==> src/rtl/uart_rx_if.sv <==
// Serial receive line plus byte handshake between the UART receiver
// and its consumer.
interface uart_rx_if;
  logic       Rx_i;
  logic       ack_i;
  logic [7:0] data_o;
  logic       valid_o;
  logic       busy_o;
  logic       frame_err_o;
  logic       overrun_o;

  modport master (
    output Rx_i,
    output ack_i,
    input  data_o,
    input  valid_o,
    input  busy_o,
    input  frame_err_o,
    input  overrun_o
  );

  modport slave (
    input  Rx_i,
    input  ack_i,
    output data_o,
    output valid_o,
    output busy_o,
    output frame_err_o,
    output overrun_o
  );
endinterface

==> src/rtl/uart_rx.sv <==
// 8N1 UART receiver: 2-flop line synchronizer, mid-bit sampling FSM,
// single-entry output holding register with overrun and framing flags.
module uart_rx #(
  parameter logic [15:0] BIT_CYCLES  = 16'd5210,
  parameter logic [15:0] HALF_CYCLES = BIT_CYCLES / 2
) (
  input  logic clk,
  input  logic rst,
  uart_rx_if.slave bus
);

  typedef enum logic [1:0] {
    IDLE  = 2'd0,
    START = 2'd1,
    DATA  = 2'd2,
    STOP  = 2'd3
  } state_e;

  state_e      state_q, state_d;
  logic [15:0] cnt_q, cnt_d;
  logic [2:0]  idx_q, idx_d;
  logic [7:0]  shift_q, shift_d;
  logic [7:0]  data_q, data_d;
  logic        valid_q, valid_d;
  logic        ferr_q, ferr_d;
  logic        ovr_q, ovr_d;
  logic        rx_m_q, rx_s_q, rx_d_q;
  logic        deliver;
  logic        bit_tick;

  // Synchronizer flops reset high so release never fakes a start edge
  always_ff @(posedge clk or negedge rst) begin
    if (!rst) begin
      rx_m_q <= 1'b1;
      rx_s_q <= 1'b1;
      rx_d_q <= 1'b1;
    end else begin
      rx_m_q <= bus.Rx_i;
      rx_s_q <= rx_m_q;
      rx_d_q <= rx_s_q;
    end
  end

  always_ff @(posedge clk or negedge rst) begin
    if (!rst) begin
      state_q <= IDLE;
      cnt_q   <= 16'd0;
      idx_q   <= 3'd0;
      shift_q <= 8'h00;
      data_q  <= 8'h00;
      valid_q <= 1'b0;
      ferr_q  <= 1'b0;
      ovr_q   <= 1'b0;
    end else begin
      state_q <= state_d;
      cnt_q   <= cnt_d;
      idx_q   <= idx_d;
      shift_q <= shift_d;
      data_q  <= data_d;
      valid_q <= valid_d;
      ferr_q  <= ferr_d;
      ovr_q   <= ovr_d;
    end
  end

  assign bit_tick = (cnt_q == BIT_CYCLES - 16'd1);

  always_comb begin
    state_d = state_q;
    cnt_d   = cnt_q + 16'd1;
    idx_d   = idx_q;
    shift_d = shift_q;
    deliver = 1'b0;
    ferr_d  = 1'b0;
    unique case (state_q)
      IDLE: begin
        cnt_d = 16'd0;
        if (rx_d_q && !rx_s_q) state_d = START;
      end
      START: begin
        if (cnt_q == HALF_CYCLES - 16'd1) begin
          cnt_d = 16'd0;
          idx_d = 3'd0;
          state_d = rx_s_q ? IDLE : DATA;
        end
      end
      DATA: begin
        if (bit_tick) begin
          cnt_d = 16'd0;
          shift_d[idx_q] = rx_s_q;
          idx_d = idx_q + 3'd1;
          if (idx_q == 3'd7) state_d = STOP;
        end
      end
      STOP: begin
        if (bit_tick) begin
          cnt_d   = 16'd0;
          state_d = IDLE;
          deliver = rx_s_q;
          ferr_d  = !rx_s_q;
        end
      end
    endcase
  end

  // A same-cycle ack frees the holding register for the new byte
  always_comb begin
    data_d  = data_q;
    valid_d = valid_q;
    ovr_d   = ovr_q;
    if (deliver && (!valid_q || bus.ack_i)) begin
      data_d  = shift_q;
      valid_d = 1'b1;
      if (valid_q) ovr_d = 1'b0;
    end else if (deliver) begin
      ovr_d = 1'b1;
    end else if (bus.ack_i && valid_q) begin
      valid_d = 1'b0;
      ovr_d   = 1'b0;
    end
  end

  assign bus.data_o      = data_q;
  assign bus.valid_o     = valid_q;
  assign bus.busy_o      = (state_q != IDLE);
  assign bus.frame_err_o = ferr_q;
  assign bus.overrun_o   = ovr_q;

endmodule

==> src/flat_wrapper.sv <==
// flat-port wrapper written by rule: the top's interface ports become plain ports
module uart_rx_flat 
#(
  parameter logic [15:0] BIT_CYCLES  = 16'd5210,
  parameter logic [15:0] HALF_CYCLES = BIT_CYCLES / 2
)
  (clk, rst, bus_Rx_i, bus_ack_i, bus_data_o, bus_valid_o, bus_busy_o, bus_frame_err_o, bus_overrun_o);
  uart_rx_if bus_i ();
  input  logic clk;
  input  logic rst;
  input wire logic [$bits(bus_i.Rx_i)-1:0] bus_Rx_i;
  input wire logic [$bits(bus_i.ack_i)-1:0] bus_ack_i;
  output wire logic [$bits(bus_i.data_o)-1:0] bus_data_o;
  output wire logic [$bits(bus_i.valid_o)-1:0] bus_valid_o;
  output wire logic [$bits(bus_i.busy_o)-1:0] bus_busy_o;
  output wire logic [$bits(bus_i.frame_err_o)-1:0] bus_frame_err_o;
  output wire logic [$bits(bus_i.overrun_o)-1:0] bus_overrun_o;
  assign bus_i.Rx_i = bus_Rx_i;
  assign bus_i.ack_i = bus_ack_i;
  assign bus_data_o = bus_i.data_o;
  assign bus_valid_o = bus_i.valid_o;
  assign bus_busy_o = bus_i.busy_o;
  assign bus_frame_err_o = bus_i.frame_err_o;
  assign bus_overrun_o = bus_i.overrun_o;
  uart_rx #(.BIT_CYCLES(BIT_CYCLES), .HALF_CYCLES(HALF_CYCLES)) u_core (.clk(clk), .rst(rst), .bus(bus_i));
endmodule
==> config.mk <==
export PLATFORM = sky130hd
export DESIGN_NAME = uart_rx_flat
export DESIGN_NICKNAME = d
export VERILOG_FILES = /design/src/rtl/uart_rx_if.sv /design/src/rtl/uart_rx.sv /design/src/flat_wrapper.sv
export SDC_FILE = /design/constraint.sdc
export NUM_CORES = 1
export LEC_CHECK = 0
export CAP_MARGIN = 20
export CORE_UTILIZATION = 35
export CTS_CLUSTER_SIZE = 30
export DETAILED_ROUTE_END_ITERATION = 8
export DONT_BUFFER_PORTS = 1
export SYNTH_ARGS = -nofsm -noshare
export SYNTH_HDL_FRONTEND = slang
export SYNTH_SLANG_ARGS = --single-unit
==> constraint.sdc <==
create_clock -name clk -period 2.5 [get_ports clk]
set_clock_uncertainty 0.05 [all_clocks]
set_input_delay 0.5 -clock clk [delete_from_list [all_inputs] [get_ports clk]]
set_output_delay 0.5 -clock clk [all_outputs]
set_load 0.1 [all_outputs]
# Word-level counts from Yosys, hierarchy flattened
# Cells that the tools add are included.
dict set report totals {
  n_memories 0
  reg_bits 43
  output_inout_bits 12
  mem_bits_ro 0
  latchBits 0
  ram_bits 0
  in_bits 4
}
dict set report op_classes {
  shift 0
  n_mux 26
  n_addsub 2
  n_reduce_logical 18
  eq_ne 13
  order_cmp 2
  div_mod_pow 0
  multipliers 0
  n_bitwise 0
}
# op n
set op_table {}
lappend op_table {{$pmux W16 S3} 1}
lappend op_table {{$mux W16} 2}
lappend op_table {{$add A16 B1 Y16 const B} 1}
lappend op_table {{$eq A16 B12 Y1 const B} 1}
lappend op_table {{$eq A16 B13 Y1 const B} 1}
lappend op_table {{$mux W2} 6}
lappend op_table {{$ne A2 B1 Y1 const B} 6}
lappend op_table {{$mux W1} 11}
lappend op_table {{$bwmux W8} 1}
lappend op_table {{$pmux W2 S4} 1}
lappend op_table {{$mux W3} 2}
lappend op_table {{$pmux W3 S2} 1}
lappend op_table {{$reduce_and A2 Y1} 3}
lappend op_table {{$reduce_bool A2 Y1} 3}
lappend op_table {{$reduce_and A5 Y1} 1}
lappend op_table {{$eq A2 B2 Y1 const B} 2}
lappend op_table {{$logic_and A1 B1 Y1} 4}
lappend op_table {{$lt A3 B4 Y1 const B} 1}
lappend op_table {{$add A3 B1 Y3 const B} 1}
lappend op_table {{$demux W1 S3} 1}
lappend op_table {{$eq A3 B3 Y1 const B} 1}
lappend op_table {{$ge A3 B1 Y1 const B} 1}
lappend op_table {{$reduce_and A3 Y1} 1}
lappend op_table {{$reduce_bool A3 Y1} 1}
lappend op_table {{other kinds (6)} 7}

# Logic depth before layout (Yosys ltp)
# Gate-level depths: netlist of run 1.
dict set report logic_depth {
  ltp_word 6
  depth_mapped 8
}

# Worst setup path after synthesis of run 1
# Ideal clock, no wire load.
dict set report synth_timing {
  path_type {flip-flop to flip-flop}
  startpoint {register u_core.state_q[0]}
  endpoint {register with a tool-made name}
  path_stages_with_launch 8
  path_slack_ps 143
  arrival_time_ps 2228
  setup_time_ps 79
  cell_sequence {dfrtp_1 inv_1 ha_1 clkbuf_1 inv_1 o22ai_1 a2111oi_2 mux2i_1}
}
# item line_no
set synth_lines {}
lappend synth_lines {{start, declared} uart_rx.sv:19} ;# state_e state_q, state_d;
lappend synth_lines {{start signal, assigned} uart_rx.sv:55} ;# state_q <= state_d;

# Worst setup path in the final report of run 1
dict set report layout_timing {
  startpoint {register u_core.state_q[0]}
  endpoint {register u_core.shift_q[0]}
}
dict set report layout_via {
  elab_chain_len 2
}
# item line_no
set layout_lines {}
lappend layout_lines {{$eq A2 B2 Y1} uart_rx.sv:75} ;# unique case (state_q)
lappend layout_lines {{$reduce_and A2 Y1 (no line)} --}
lappend layout_lines {{end signal, assigned} uart_rx.sv:58} ;# shift_q <= shift_d;
lappend layout_lines {{end, declared} uart_rx.sv:22} ;# logic [7:0] shift_q, shift_d;
# No other way between the ends.
# A chain may end at the register's enable or synchronous reset.

==> impl_metrics.ini, run 1 <==
[place]
placedInstanceArea_um2 = 2310
gp_congestion = 0.759
placed_cells = 265
place_hpwl_um = 2830
dp_worst_setup_slack_ns = 0.403
port_buffers = 0

[sta]
period_needed_ns = 2.09
rsz_0062_raised_after_global_routing = false
min_period_over_period_pct = 83.5
fmax_mhz = 479
max_transition_viols_final = 0
worst-slew-pin-transition_ns = 0.904
setup_viol_count_final = 0
maxSlewHeadroom_pct = 39.8
final_hold_viol_count = 0
fin_ws_ns = 0.411
hold-worst-slack_ns = 0.144
finalSetupTns_ns = 0

[logic_synthesis]
ys_async_sr_fraction_pct = 100
synth-seq-area-share_pct = 49.0
syn-num-nets = 205
synth_top_cell_by_area = dfrtp_1
post_synth_instance_area_um2 = 2200
yosysMostFrequentCell = dfrtp_1
post_synth_most_frequent_cells = 40 x dfrtp_1, 14 x nor3_1, 12 x mux2_2
number_of_enable_flip_flop_cells_after_synthesis = 0
commonest_register_cell_after_synthesis = dfrtp_1
synthDistinctLibCells = 48
yosys_warnings = 0
syn_avg_cell_area_um2 = 11.5
syn-instance-count = 192
synth_register_bits = 43
ys_top_cells_by_area = dfrtp_1 45%, mux2_2 6.1%, ha_1 5.1%
netlist.area_leader.share_pct = 45.4

[layout]
finish.cell_count_without_fillers = 275
drive_gt1_share_pct = 23.0
final_util_pct = 40.7
postLayoutCellArea_um2 = 2440
finish.net_count = 212
fillerInstances = 576
synthToLayoutAreaGrowth_pct = 10.6
num_antenna_cells = 0

[cts]
post_cts_resized = 0
cts_htree_levels = 2
ctsHoldBuffers = 2
path_clk_slew_ns = 0.09
cts_tree = done
clock-root-buffer = clkbuf_8
post_cts_buffers = 0
clk_buf_depth = 2
numCtsBuffers = 5
tritoncts_num_sinks = 43
clock_insertion_delay_worst_skew_ns = 0.30

[routing]
average_routed_wire_per_standard_cell_um = 15.2
route.final.wire_length_um = 4190
via_density_per_instance = 5.39
ant_nets = 0
drt_first_pass_iters = 4
count_of_routing_violations_after_the_opening_detailed_route_iteration = 40
total_via_count_after_detailed_routing = 1482
drc_errors = 0

[setup_path]
critPathMaxStageDelay_ns = 0.41
reg2reg_depth = 6
setup.reg_to_reg.worst_slack_ns = 0.41
cells_traversed_along_the_worst_timing_path = inv_1 -> ha_1 -> inv_1 -> nor2_1 -> nor4b_1 -> mux2_2
crit_arrival_ns = 2.23
worstSetupPathType = reg2reg
cp-startpoint = u_core.state_q[0]
worstReg2RegEnd = u_core.shift_q[0]
timing.rr.start = u_core.state_q[0]
critPathCaptureType = flop
critPathCapture = u_core.shift_q[0]
slowest_stage = dfrtp_1
cp.required_ns = 2.65
worst_setup_path_start_kind = flop
crit_path_max_fanout = 9
crit_path_frequent_cell = inv_1

[pwr]
power.total_mw = 1.86
worst_vdd_ir_mv = 0.329
power_per_cell_area_nw_per_um2 = 763
p_leak_nw = 1.07

[floorplanning]
die_w_um = 81.4
core.rowCount = 28
die_area_um2 = 6620
start_util_pct = 36.8
boundaryPins = 16
core_region_area_um2 = 5990
die_height_um = 81.4

[outcome]
status = finished clean

[global_route]
grt_max_degree = 44
antenna_violations_before_repair = 0
global_route_wire_length_before_repair_um = 7090
globalRouteTotalUtil_pct = 13.9
globalRouteOverflowTotal = 0
grt_pass1_vias = 1467

[min_path]
worstHoldPathType = in2reg
holdCritStartpoint = bus_Rx_i

[job]
max_cap_viol_count = 0
[per-layer routing]
metal	global-route usage, %	wire (um)	vias to the layer above
met2	21.1	1920	18
met1	19.7	2110	752
met4	4.29	61	0
met5	0	0	-
li1	-	-	707
met3	3.03	94	5
[state kept, by name (all words and copies together) (netlist names), 3 cells and up, named ones only]
register           flops
u_core.bus.data_o      8
u_core.cnt_q          16
u_core.idx_q           3
u_core.shift_q         8
[power breakdown]
part,switching (mW),internal (mW)
Clock,0.257,0.200
Combinational,0.447,0.186
Sequential,0.0365,0.733
[final cells by class]
| type | instances | area, um^2 | share of cell area (%) |
|---|---|---|---|
| clock buffer | 5 | 68.8 | 2.82 |
| clock inverter | 3 | 25.0 | 1.03 |
| inverter | 11 | 41.3 | 1.69 |
| multi-input combinational | 130 | 1050 | 42.9 |
| sequential | 43 | 1080 | 44.3 |
| tap | 75 | 93.8 | 3.85 |
| timing repair buffer | 8 | 82.6 | 3.39 |
[layout by cell type, fill, tap and decap left out, types with 2 or more instances in the layout]
master / n
dfrtp_1: 40
nor3_1: 14
mux2_2: 12
inv_1: 11
nand2_1: 9
nand3_1: 9
ha_1: 9
o21ai_0: 6
xor2_1: 6
buf_4: 6
nor2_1: 5
and4bb_2: 5
xnor2_1: 5
clkbuf_8: 5
nand4_1: 4
mux2_1: 4
and3_1: 3
a211oi_1: 3
nand2b_1: 3
o221ai_1: 3
dfstp_2: 3
or3_1: 2
nor4b_1: 2
nor3b_1: 2
mux2i_1: 2
clkinv_4: 2
[worst max-delay path, delay by kind of cell (launching register included)]
kind / cells / cell delay, ns
buf+inv: 2 / 0.24
mux: 1 / 0.37
flops: 1 / 0.41
simple gates: 2 / 0.59
fa+ha+maj: 1 / 0.34
[worst min-delay path by stage]
stage	cells past startpoint	slack (ns)	endpoint
6_report	0	0.14	u_core.rx_m_q
5_1_grt	0	0.12	u_core.rx_m_q
4_1_cts	0	0.13	u_core.rx_m_q
3_5_place_dp	0	0.16	u_core.cnt_q[11]
3_3_place_gp	0	0.16	u_core.cnt_q[10]
2_1_floorplan	0	0.15	async pin
[logic make-up (layout without fill, tap and decap cells)]
logic type,count (synthesis),after routing,share of synthesized area (%)
fa+ha+maj,9,9,5.11
mux,18,18,9.08
buf+inv,19,27,3.58
flops,43,43,49.0
xor+xnor,11,11,4.37
simple gates,72,72,21.7
compound gates,20,20,7.21
No activity file was read; power rests on OpenSTA's default activity.
==> inputs of run 2 (changes only) <==
==> constraint.sdc (replaced) <==
create_clock -name clk -period 2 [get_ports clk]
set_clock_uncertainty 0.05 [all_clocks]
set_input_delay 0.4 -clock clk [delete_from_list [all_inputs] [get_ports clk]]
set_output_delay 0.4 -clock clk [all_outputs]
set_load 0.1 [all_outputs]
==> run 2 against run 1 <==
Compared with the run above:
- die area unchanged
- flip-flop and latch count unchanged
- worst setup slack worse by 0.33 ns
==> impl_metrics.ini, run 2 (synthesis results as in run 1) <==
[outcome]
status = finished clean

[floorplanning]
die_area_um2 = 6620
boundaryPins = 16
die_height_um = 81.4
core.rowCount = 28
core_region_area_um2 = 5990
die_w_um = 81.4
start_util_pct = 36.8

[layout]
fillerInstances = 558
postLayoutCellArea_um2 = 2600
synthToLayoutAreaGrowth_pct = 18.0
finish.net_count = 223
drive_gt1_share_pct = 30.3
largest_reg_flops = 16
most_used_cells_in_the_layout_excluding_fill_and_tap_cells = 40 x dfrtp_1, 15 x buf_4, 14 x nor3_1
final_common_cell = dfrtp_1
num_antenna_cells = 0
finish.cell_count_without_fillers = 286
largest-register = u_core.cnt_q

[sta]
max_transition_viols_final = 0
worst-slew-pin-transition_ns = 0.904
rsz_0062_raised_after_global_routing = true
period_needed_ns = 1.92
finalSetupTns_ns = 0
hold-worst-slack_ns = 0.0386
fmax_mhz = 521
min_period_over_period_pct = 96.0
setup_viol_count_final = 0
final_hold_viol_count = 0
maxSlewHeadroom_pct = 39.8

[global_route]
globalRouteTotalUtil_pct = 14.3
grt_pass1_vias = 1448
antenna_violations_before_repair = 0
globalRouteOverflowTotal = 0
global_route_wire_length_before_repair_um = 7040
grt_max_degree = 44

[setup_path]
critPathMaxStageDelay_ns = 0.41
critPathCaptureType = flop
cp.required_ns = 2.14
slowest_stage = dfrtp_1
crit_path_max_fanout = 8
reg2reg_depth = 6
cells_traversed_along_the_worst_timing_path = inv_1 -> ha_1 -> and4bb_2 -> and4_4 -> nand4_4 -> mux2_4
worstSetupPathType = reg2reg
crit_arrival_ns = 2.06
worst_setup_path_start_kind = flop

[routing]
route.final.wire_length_um = 4150
ant_nets = 0
average_routed_wire_per_standard_cell_um = 14.5
via_density_per_instance = 5.15
drt_first_pass_iters = 4
total_via_count_after_detailed_routing = 1472
count_of_routing_violations_after_the_opening_detailed_route_iteration = 71
drc_errors = 0

[min_path]
worstHoldPathCells = 0
worstHoldPathType = in2reg

[cts]
clk_buf_depth = 2
clock-root-buffer = clkbuf_8
cts_htree_levels = 2
clock_insertion_delay_worst_skew_ns = 0.30
cts_tree = done
path_clk_slew_ns = 0.09
numCtsBuffers = 5
tritoncts_num_sinks = 43

[pwr]
p_leak_nw = 1.12
power.total_mw = 2.45
worst_vdd_ir_mv = 0.638
power_per_cell_area_nw_per_um2 = 943

[place]
place_hpwl_um = 2840
placed_cells = 274
placedInstanceArea_um2 = 2400
port_buffers = 0
gp_congestion = 0.821

[job]
max_cap_viol_count = 0
[run 2: cell types whose count changed in the layout (fill, tap and decap cells not counted), moves of 2 or more]
cell,before,now
buf_12,0,2
buf_4,6,15
clkinv_4,2,0
clkinvlp_4,1,3
mux2_1,4,2
mux2_4,0,2
[run 2: area by class of cell]
type | instances | area, um^2 | share of cell area [%]
Clock buffer | 5 | 68.8 | 2.64
Clock inverter | 3 | 20.0 | 0.769
Inverter | 11 | 45.0 | 1.73
Multi-Input combinational cell | 130 | 1100 | 42.5
Sequential cell | 43 | 1080 | 41.5
Tap cell | 75 | 93.8 | 3.61
Timing Repair Buffer | 19 | 190 | 7.31
[run 2: worst paths after layout]
kind,slack (ns),endpoint,start
worst min register to register,0.31,u_core.rx_s_q,u_core.rx_m_q
min in group asynchronous,0.53,u_core.cnt_q[12],rst
worst max-delay path,0.08,u_core.bus.data_o[6],u_core.cnt_q[1]
max in group asynchronous,1.09,u_core.rx_d_q,rst
worst min-delay path,0.04,u_core.rx_m_q,bus_Rx_i
worst max register to register,0.08,u_core.bus.data_o[6],u_core.cnt_q[1]
[run 2: stage by stage]
stage | utilization, % | setup slack (ns)
6_report | 43.4 | 0.0794
5_1_grt | 43.4 | -0.0420
4_1_cts | 42.2 | 0.00173
3_5_place_dp | 40.0 | -0.0120
3_3_place_gp | 40.0 | 0.115
2_1_floorplan | - | 0.00981
[run 2: power by group]
part	internal [mW]	switching [mW]
Sequential	0.916	0.0536
Combinational	0.331	0.599
Clock	0.243	0.311
Total	1.49	0.963
[run 2: what timing repair did]
action | CTS | global route
pin swaps | 0 | 1
setup buffers | 0 | 2
setup endpoints to repair | 1 | 29
hold endpoints to repair | 43 | 0
gates resized for setup | 1 | 8
hold buffers | 2 | 0
[run 2: per-layer routing]
metal	wire length, um	global-route usage (%)	vias to the layer above
met2	1880	20.4	20
li1	-	-	733
met5	0	0	-
met1	2060	20.4	713
met3	146	4.04	6
met4	56	4.82	0
[run 2: critical path, delay by kind of cell, from the launching register on]
| kind | cells | cell delay (ns) |
|---|---|---|
| adder cells (fa/ha/maj) | 1 | 0.15 |
| buffers and inverters | 1 | 0.09 |
| flip-flops | 1 | 0.41 |
| multiplexers | 1 | 0.35 |
| AND/OR/NAND/NOR | 3 | 0.76 |
